--- src/rtl/rpi_cap_pkg.sv ---
`default_nettype none
// ============================================================================
// Module      : rpi_cap_pkg
// Description : Shared types and constants for the RPi video capture path:
//               capture FSM state encoding, pixel packing width, pixel-clock
//               divider width and the divider mask helper.
// Revision    : 1.0 - initial release
// ============================================================================
package rpi_cap_pkg;

  // Capture FSM states
  typedef enum logic [1:0] {
    S_IDLE   = 2'd0,
    S_VBLANK = 2'd1,
    S_ACTIVE = 2'd2
  } state_t;

  localparam int PIX_PER_BYTE = 8;
  localparam int DIV_W        = 4;

  // Divider mask for a 2-bit select: (2 << sel) - 1 -> 1/3/7/15
  function automatic logic [DIV_W-1:0] div_mask(input logic [1:0] sel);
    logic [DIV_W:0] m;
    m = ((DIV_W+1)'(2) << sel) - (DIV_W+1)'(1);
    return m[DIV_W-1:0];
  endfunction

endpackage
`default_nettype wire

--- src/rtl/sync_ff.sv ---
`default_nettype none
// ============================================================================
// Module      : sync_ff
// Description : DEPTH-stage flop chain bringing one asynchronous input into
//               the clk domain. q is the last stage.
// Revision    : 1.0 - initial release
// ============================================================================
module sync_ff #(
  parameter int DEPTH = 2
) (
  input  logic clk,
  input  logic rst_n,
  input  logic d,
  output logic q
);

  logic [DEPTH-1:0] r_stage;

  // Shift the raw input through the synchroniser chain
  always_ff @(posedge clk or negedge rst_n) begin
    if (!rst_n) begin
      r_stage <= '0;
    end else begin
      r_stage <= {r_stage[DEPTH-2:0], d};
    end
  end

  assign q = r_stage[DEPTH-1];

endmodule
`default_nettype wire

--- src/rtl/rpi_video_sampler.sv ---
`default_nettype none
// ============================================================================
// Module      : rpi_video_sampler
// Description : Capture front end for the SRAM recorder. Synchronises the RPi
//               h_sync/v_sync/color pins, samples color at a key-selected
//               division of clk, packs 8 pixels per byte (MSB = earliest) and
//               offers bytes on a valid/ready handshake. Also reports frame
//               start, active line count and a sticky byte-drop flag.
//               Build option: TEST_PATTERN_EN replaces the sampled pixel with
//               an 8x8 checkerboard (line_cnt[3] ^ pix_cnt[3]).
// Revision    : 1.0 - initial release
// ============================================================================
module rpi_video_sampler
  import rpi_cap_pkg::*;
#(
  parameter int LINE_W  = 10,
  parameter int SYNC_FF = 2
) (
  input  logic              clk,
  input  logic              rst_n,
  input  logic              rpi_h_sync,
  input  logic              rpi_v_sync,
  input  logic              rpi_color,
  input  logic [1:0]        key,
  output logic [7:0]        pix_data,
  output logic              pix_valid,
  input  logic              pix_ready,
  output logic              frame_start,
  output logic [LINE_W-1:0] line_cnt,
  output logic              overflow
);

  // ---------------------------------------------------------------- sync
  logic [2:0] w_raw;
  logic [2:0] w_sync;
  logic       w_h_sync;
  logic       w_v_sync;
  logic       w_color;

  assign w_raw = {rpi_h_sync, rpi_v_sync, rpi_color};

  for (genvar gi = 0; gi < 3; gi++) begin : g_sync
    sync_ff #(.DEPTH(SYNC_FF)) u_sync (
      .clk   (clk),
      .rst_n (rst_n),
      .d     (w_raw[gi]),
      .q     (w_sync[gi])
    );
  end

  assign w_h_sync = w_sync[2];
  assign w_v_sync = w_sync[1];
  assign w_color  = w_sync[0];

  logic r_h_prev;
  logic r_v_prev;

  // One extra delay on the synced syncs for edge detection
  always_ff @(posedge clk or negedge rst_n) begin
    if (!rst_n) begin
      r_h_prev <= 1'b0;
      r_v_prev <= 1'b0;
    end else begin
      r_h_prev <= w_h_sync;
      r_v_prev <= w_v_sync;
    end
  end

  logic w_h_rise;
  logic w_v_rise;
  logic w_v_fall;

  assign w_h_rise = w_h_sync & ~r_h_prev;
  assign w_v_rise = w_v_sync & ~r_v_prev;
  assign w_v_fall = ~w_v_sync & r_v_prev;

  // ------------------------------------------------------------- divider
  logic [DIV_W-1:0] r_div_cnt;
  logic [1:0]       r_div_sel;
  logic [DIV_W-1:0] w_mask;
  logic             w_tick;

  // Free-running divider; the rate select only changes at a frame boundary
  always_ff @(posedge clk or negedge rst_n) begin
    if (!rst_n) begin
      r_div_cnt <= '0;
      r_div_sel <= '0;
    end else begin
      r_div_cnt <= r_div_cnt + DIV_W'(1);
      if (w_v_rise) begin
        r_div_sel <= key;
      end
    end
  end

  assign w_mask = div_mask(r_div_sel);
  assign w_tick = ((r_div_cnt & w_mask) == w_mask);

  // ----------------------------------------------------------------- FSM
  state_t            r_state;
  logic              r_frame_start;
  logic [LINE_W-1:0] r_line_cnt;

  logic w_line_end;
  logic w_sample;

  assign w_line_end = (r_state == S_ACTIVE) && w_h_rise;
  assign w_sample   = (r_state == S_ACTIVE) && !w_h_sync && w_tick;

  // Frame/line tracking; the first partial frame after reset is skipped in S_IDLE
  always_ff @(posedge clk or negedge rst_n) begin
    if (!rst_n) begin
      r_state       <= S_IDLE;
      r_frame_start <= 1'b0;
      r_line_cnt    <= '0;
    end else begin
      r_frame_start <= w_v_rise;
      case (r_state)
        S_IDLE:   if (w_v_rise) r_state <= S_VBLANK;
        S_VBLANK: if (w_v_fall) r_state <= S_ACTIVE;
        S_ACTIVE: if (w_v_rise) r_state <= S_VBLANK;
        default:  r_state <= S_IDLE;
      endcase
      if (w_v_rise) begin
        r_line_cnt <= '0;
      end else if (w_line_end && (r_line_cnt != '1)) begin
        r_line_cnt <= r_line_cnt + LINE_W'(1);
      end
    end
  end

  // -------------------------------------------------------- pixel source
  logic w_bit;

`ifdef TEST_PATTERN_EN
  logic [3:0] r_pix_cnt;

  // Pixel position within the line, drives the checkerboard column phase
  always_ff @(posedge clk or negedge rst_n) begin
    if (!rst_n) begin
      r_pix_cnt <= '0;
    end else if (w_v_rise || w_line_end) begin
      r_pix_cnt <= '0;
    end else if (w_sample) begin
      r_pix_cnt <= r_pix_cnt + 4'd1;
    end
  end

  assign w_bit = r_line_cnt[3] ^ r_pix_cnt[3];
`else
  assign w_bit = w_color;
`endif

  // ------------------------------------------------------- byte assembly
  logic [7:0] r_shift;
  logic [2:0] r_bit_cnt;
  logic [7:0] w_shift_nxt;
  logic [2:0] w_bit_cnt_nxt;
  logic       w_byte_done;
  logic [7:0] w_byte;
  logic [3:0] w_pad;

  assign w_pad = 4'(PIX_PER_BYTE) - {1'b0, r_bit_cnt};

  // Next shift state and completed byte; frame start beats line end beats sample
  always_comb begin
    w_shift_nxt   = r_shift;
    w_bit_cnt_nxt = r_bit_cnt;
    w_byte_done   = 1'b0;
    w_byte        = '0;
    if (w_v_rise) begin
      w_shift_nxt   = '0;
      w_bit_cnt_nxt = '0;
    end else if (w_line_end) begin
      if (r_bit_cnt != 3'd0) begin
        w_byte_done = 1'b1;
        w_byte      = r_shift << w_pad;
      end
      w_shift_nxt   = '0;
      w_bit_cnt_nxt = '0;
    end else if (w_sample) begin
      w_shift_nxt   = {r_shift[6:0], w_bit};
      w_bit_cnt_nxt = r_bit_cnt + 3'd1;
      if (r_bit_cnt == 3'd7) begin
        w_byte_done = 1'b1;
        w_byte      = {r_shift[6:0], w_bit};
      end
    end
  end

  // Register the shift register and its bit counter
  always_ff @(posedge clk or negedge rst_n) begin
    if (!rst_n) begin
      r_shift   <= '0;
      r_bit_cnt <= '0;
    end else begin
      r_shift   <= w_shift_nxt;
      r_bit_cnt <= w_bit_cnt_nxt;
    end
  end

  // ------------------------------------------------------ output handshake
  logic [7:0] r_pix_data;
  logic       r_pix_valid;
  logic       r_overflow;
  logic       w_can_load;
  logic       w_drop;

  assign w_can_load = !r_pix_valid || pix_ready;
  assign w_drop     = w_byte_done && !w_can_load;

  // Output byte is frozen while stalled; a byte finishing then is lost
  always_ff @(posedge clk or negedge rst_n) begin
    if (!rst_n) begin
      r_pix_data  <= '0;
      r_pix_valid <= 1'b0;
      r_overflow  <= 1'b0;
    end else begin
      if (w_byte_done && w_can_load) begin
        r_pix_data  <= w_byte;
        r_pix_valid <= 1'b1;
      end else if (r_pix_valid && pix_ready) begin
        r_pix_valid <= 1'b0;
      end
      if (w_v_rise) begin
        r_overflow <= 1'b0;
      end else if (w_drop) begin
        r_overflow <= 1'b1;
      end
    end
  end

  assign pix_data    = r_pix_data;
  assign pix_valid   = r_pix_valid;
  assign frame_start = r_frame_start;
  assign line_cnt    = r_line_cnt;
  assign overflow    = r_overflow;

endmodule
`default_nettype wire

--- config.mk ---
export PLATFORM = sky130hd
export DESIGN_NAME = rpi_video_sampler
export DESIGN_NICKNAME = d
export VERILOG_FILES = /design/src/rtl/rpi_cap_pkg.sv /design/src/rtl/sync_ff.sv /design/src/rtl/rpi_video_sampler.sv
export SDC_FILE = /design/constraint.sdc
export NUM_CORES = 1
export LEC_CHECK = 0
export BUFFER_PORTS_ARGS = -buffer_cell sky130_fd_sc_hd__buf_2
export CAP_MARGIN = 20
export CORE_MARGIN = 10
export CORE_UTILIZATION = 45
export DETAILED_ROUTE_END_ITERATION = 8
export GPL_TIMING_DRIVEN = 0
export SETUP_SLACK_MARGIN = 0.3
export SYNTH_ARGS = -nofsm -noshare
export SYNTH_HDL_FRONTEND = slang
export SYNTH_HIERARCHICAL = 1
export SYNTH_SLANG_ARGS = --single-unit
--- constraint.sdc ---
create_clock -name clk -period 2.5 [get_ports clk]
set_input_delay 0 -clock clk [delete_from_list [all_inputs] [get_ports clk]]
set_output_delay 0 -clock clk [all_outputs]
set_load 0.005 [all_outputs]
==> results.yml <==
route:
  route.detailed.drc: 0
  drtAntennaViolNets: 0
  routed_wl_mm: 4.74
  vias: 1688
  wl_per_cell_um: 14.6
  drtIter0Drc: 56
  drt_pre_antenna_iters: 4
  viasPerCell: 5.19
layout:
  drive_gt1_frac: 0.231
  nFillCells: 446
  area_growth_pct: 23.1
  multi_input_area_sq_um: 1070
  regArea_sq_um: 1200
  diodes: 0
  final_nets: 268
setup_path:
  crit_fanout: 10
  critPathLaunch: "r_bit_cnt[0]"
  reg2regPathDepth: 8
  r2r_end: "pix_data[6]"
  cp-end-kind: "flip-flop"
  path_class: "flip-flop to flip-flop"
  r2r_slack_ps: 430
  rr_startpoint: "r_bit_cnt[0]"
  required_ps: 2690
  cp-start-kind: "flip-flop"
  worstPathArrival_ps: 2260
synthesis:
  synth_edf_count: 0
  synth_area_leaders: "dfrtp_1 (52%), mux2i_1 (5.2%), a22o_1 (4.5%)"
  yosysMostFrequentCell: "dfrtp_1"
  syn-cell-area_sq_um: 2310
  synth_ff_type: "dfrtp_1"
  synth_nets: 220
  synthMuxAreaShare: 0.0958
  synth_top_area_share: 0.520
  synth_cell_types: 41
  yosys.area_share.adder: 0.0325
  postSynthCellCount: 206
  synthArstFlopShare: 1.00
  synth-compound-area-share: 0.123
  synth_common_cells: "dfrtp_1 (48), nand2_1 (18), nor2_1 (15)"
  ys_warn_count: 6
  synth-xor-area-share: 0.0341
  yosysTopAreaCell: "dfrtp_1"
  yosys.area_share.simple: 0.159
  synth.avg_cell_area_sq_um: 11.2
  synth_top_family_by_area: "simple AND/OR/NAND/NOR gates"
  ys_seq_area_frac: 0.520
  synth-seq-cells: 48
cts:
  cts_tree: "yes"
  cts_inserted_buffers: 5
  clk_latency_ps: 310
  cts_root_buffer: "clkbuf_8"
  cts_sinks: 48
  cts.reportedPaths.clkPinSlew_ps: 100
  clock_path_buffers: 2
  htree_levels: 2
min_path:
  hp-class: "primary input to asynchronous set/reset pin"
power_and_ir_drop:
  sequentialPowerShare: 0.514
  total_power_mw: 1.62
  combPwrFrac: 0.132
  clkPwrFrac: 0.354
  switchingPower_mw: 0.409
  sw_frac_of_total: 0.253
  max-vdd-ir-drop_mv: 0.283
  powerDensity_nw_per_um2: 570
  p_int_mw: 1.21
  p_leak_nw: 1.35
sta:
  hold_violations: 0
  skew_ps: 11.2
  slew_headroom: 0.445
  finalCritPeriodShare: 0.827
  finalSetupTns_ps: 0
  rsz0062_at_grt: "no"
  max_freq_mhz: 483
  slew_viol_final: 0
  period_needed_ps: 2070
  worst_pin_slew_ps: 832
  setup_viol_count_final: 0
status:
  status: "finished, final reports clean"
die:
  initial_core_util: 0.458
  die_x_um: 91.7
  dieHeight_um: 91.7
  core_area_sq_um: 5040
  pin_count: 29
  rows: 26
  die_area_sq_um: 8400
grt:
  grt_pass1_wl_mm: 8.12
  antenna_found_initial: 0
  grtUsageTotal: 0.116
  overflow: 0
  grt_pass1_vias: 1779
  grt_max_degree: 49
placement:
  place_congestion: 0.886
  hpwl_mm: 3.24
  port-buffer-count: 28
flow_run:
  maxCapViolCount: 0
==> layout make-up <==
class	instances	share of cell area
sequential	48	0.422
tap	70	0.0308
clock buffer	5	0.0242
multi-input combinational	140	0.376
clock inverter	3	0.0163
buffer	8	0.0216
inverter	10	0.0150
timing repair buffer	41	0.0941
==> worst max-delay path: stages, from the launching register on <==
cell and delay (ps):
dfrtp_1 380, buf_6 130, clkinv_4 80, ha_4 280
buf_6 150, mux2i_2 270, o211ai_1 110, a32o_1 270
mux2_1 290
==> power by group through the flow <==
| stage | Clock, mW | Combinational (mW) | Sequential (mW) |
|---|---|---|---|
| after floorplan | 0 | 0.111 | 0.844 |
| after global placement | 0 | 0.162 | 0.849 |
| after detailed placement | 0 | 0.163 | 0.850 |
| after CTS | 0.590 | 0.186 | 0.835 |
| after global routing | 0.628 | 0.236 | 0.837 |
| final | 0.574 | 0.214 | 0.832 |
==> per-stage QoR <==
step / area (sq um) / hold WS (ps) / utilization / std cells / worst slack (ps)
finish: 2840 / 152 / 0.564 / 325 / 432
global route: 2840 / 190 / 0.564 / 325 / 301
CTS: 2770 / 312 / 0.550 / 319 / 341
detailed placement: 2540 / 110 / 0.504 / 304 / 94.1
global placement: 2540 / 108 / 0.504 / 304 / 54.4
floorplan: 2310 / -296 / - / 206 / 352
==> metal layers <==
metal | global-route usage | vias up | share of wire | routed length [um]
met4 | 0.0522 | 0 | 0.023 | 109
met2 | 0.184 | 27 | 0.47 | 2220
met3 | 0.0359 | 12 | 0.043 | 202
met5 | 0 | - | 0 | 0
li1 | - | 829 | - | -
met1 | 0.142 | 820 | 0.46 | 2200
==> flip-flops by register name (all words and copies together), names as in the netlist <==
name / count
line_cnt: 10
pix_data: 8
r_shift: 8
g_sync.u_sync/r_stage: 6
r_div_cnt: 4
r_bit_cnt: 3
r_div_sel: 2
r_state: 2
frame_start: 1
overflow: 1
pix_valid: 1
r_h_prev: 1
r_v_prev: 1
==> how the worst max path moves through the flow <==
stage / endpoint / slack, ps
finish: pix_data[6] / 430
global route: pix_data[6] / 300
CTS: pix_data[6] / 340
detailed placement: pix_data[6] / 90
global placement: pix_data[7] / 50
floorplan: pix_data[6] / 350
==> what timing repair did <==
action / CTS / global route
pin swaps: 0 / 1
hold endpoints to repair: 54 / 0
resized for setup: 11 / 3
endpoints found under the setup margin: 8 / 7
hold buffers: 7 / 0
gates cloned: 0 / 0
setup buffers: 0 / 5
==> cell usage in the layout, fill, tap and decap left out, drive strengths merged, types with 3 or more instances in the layout <==
master / instances
inv: 10
nor2: 15
nand3b: 3
nor3: 8
nand3: 3
nand2: 18
a32o: 3
dfrtp: 48
clkbuf: 7
a21oi: 6
buf: 40
dlygate4sd3: 7
ha: 6
xnor2: 7
o21ai: 4
nand2b: 6
a22o: 12
nor2b: 3
mux2: 7
mux2i: 12
nor4: 6
==> logic make-up after synthesis <==
logic type                 Yosys count
and+or+nand+nor                     70
xor gates and xnor gates             9
AOI/OAI and AO/OA                   35
buffers and inverters               18
DFF                                 48
adders and majority gates            6
muxes                               20
Power figures use the tool's default switching activity.
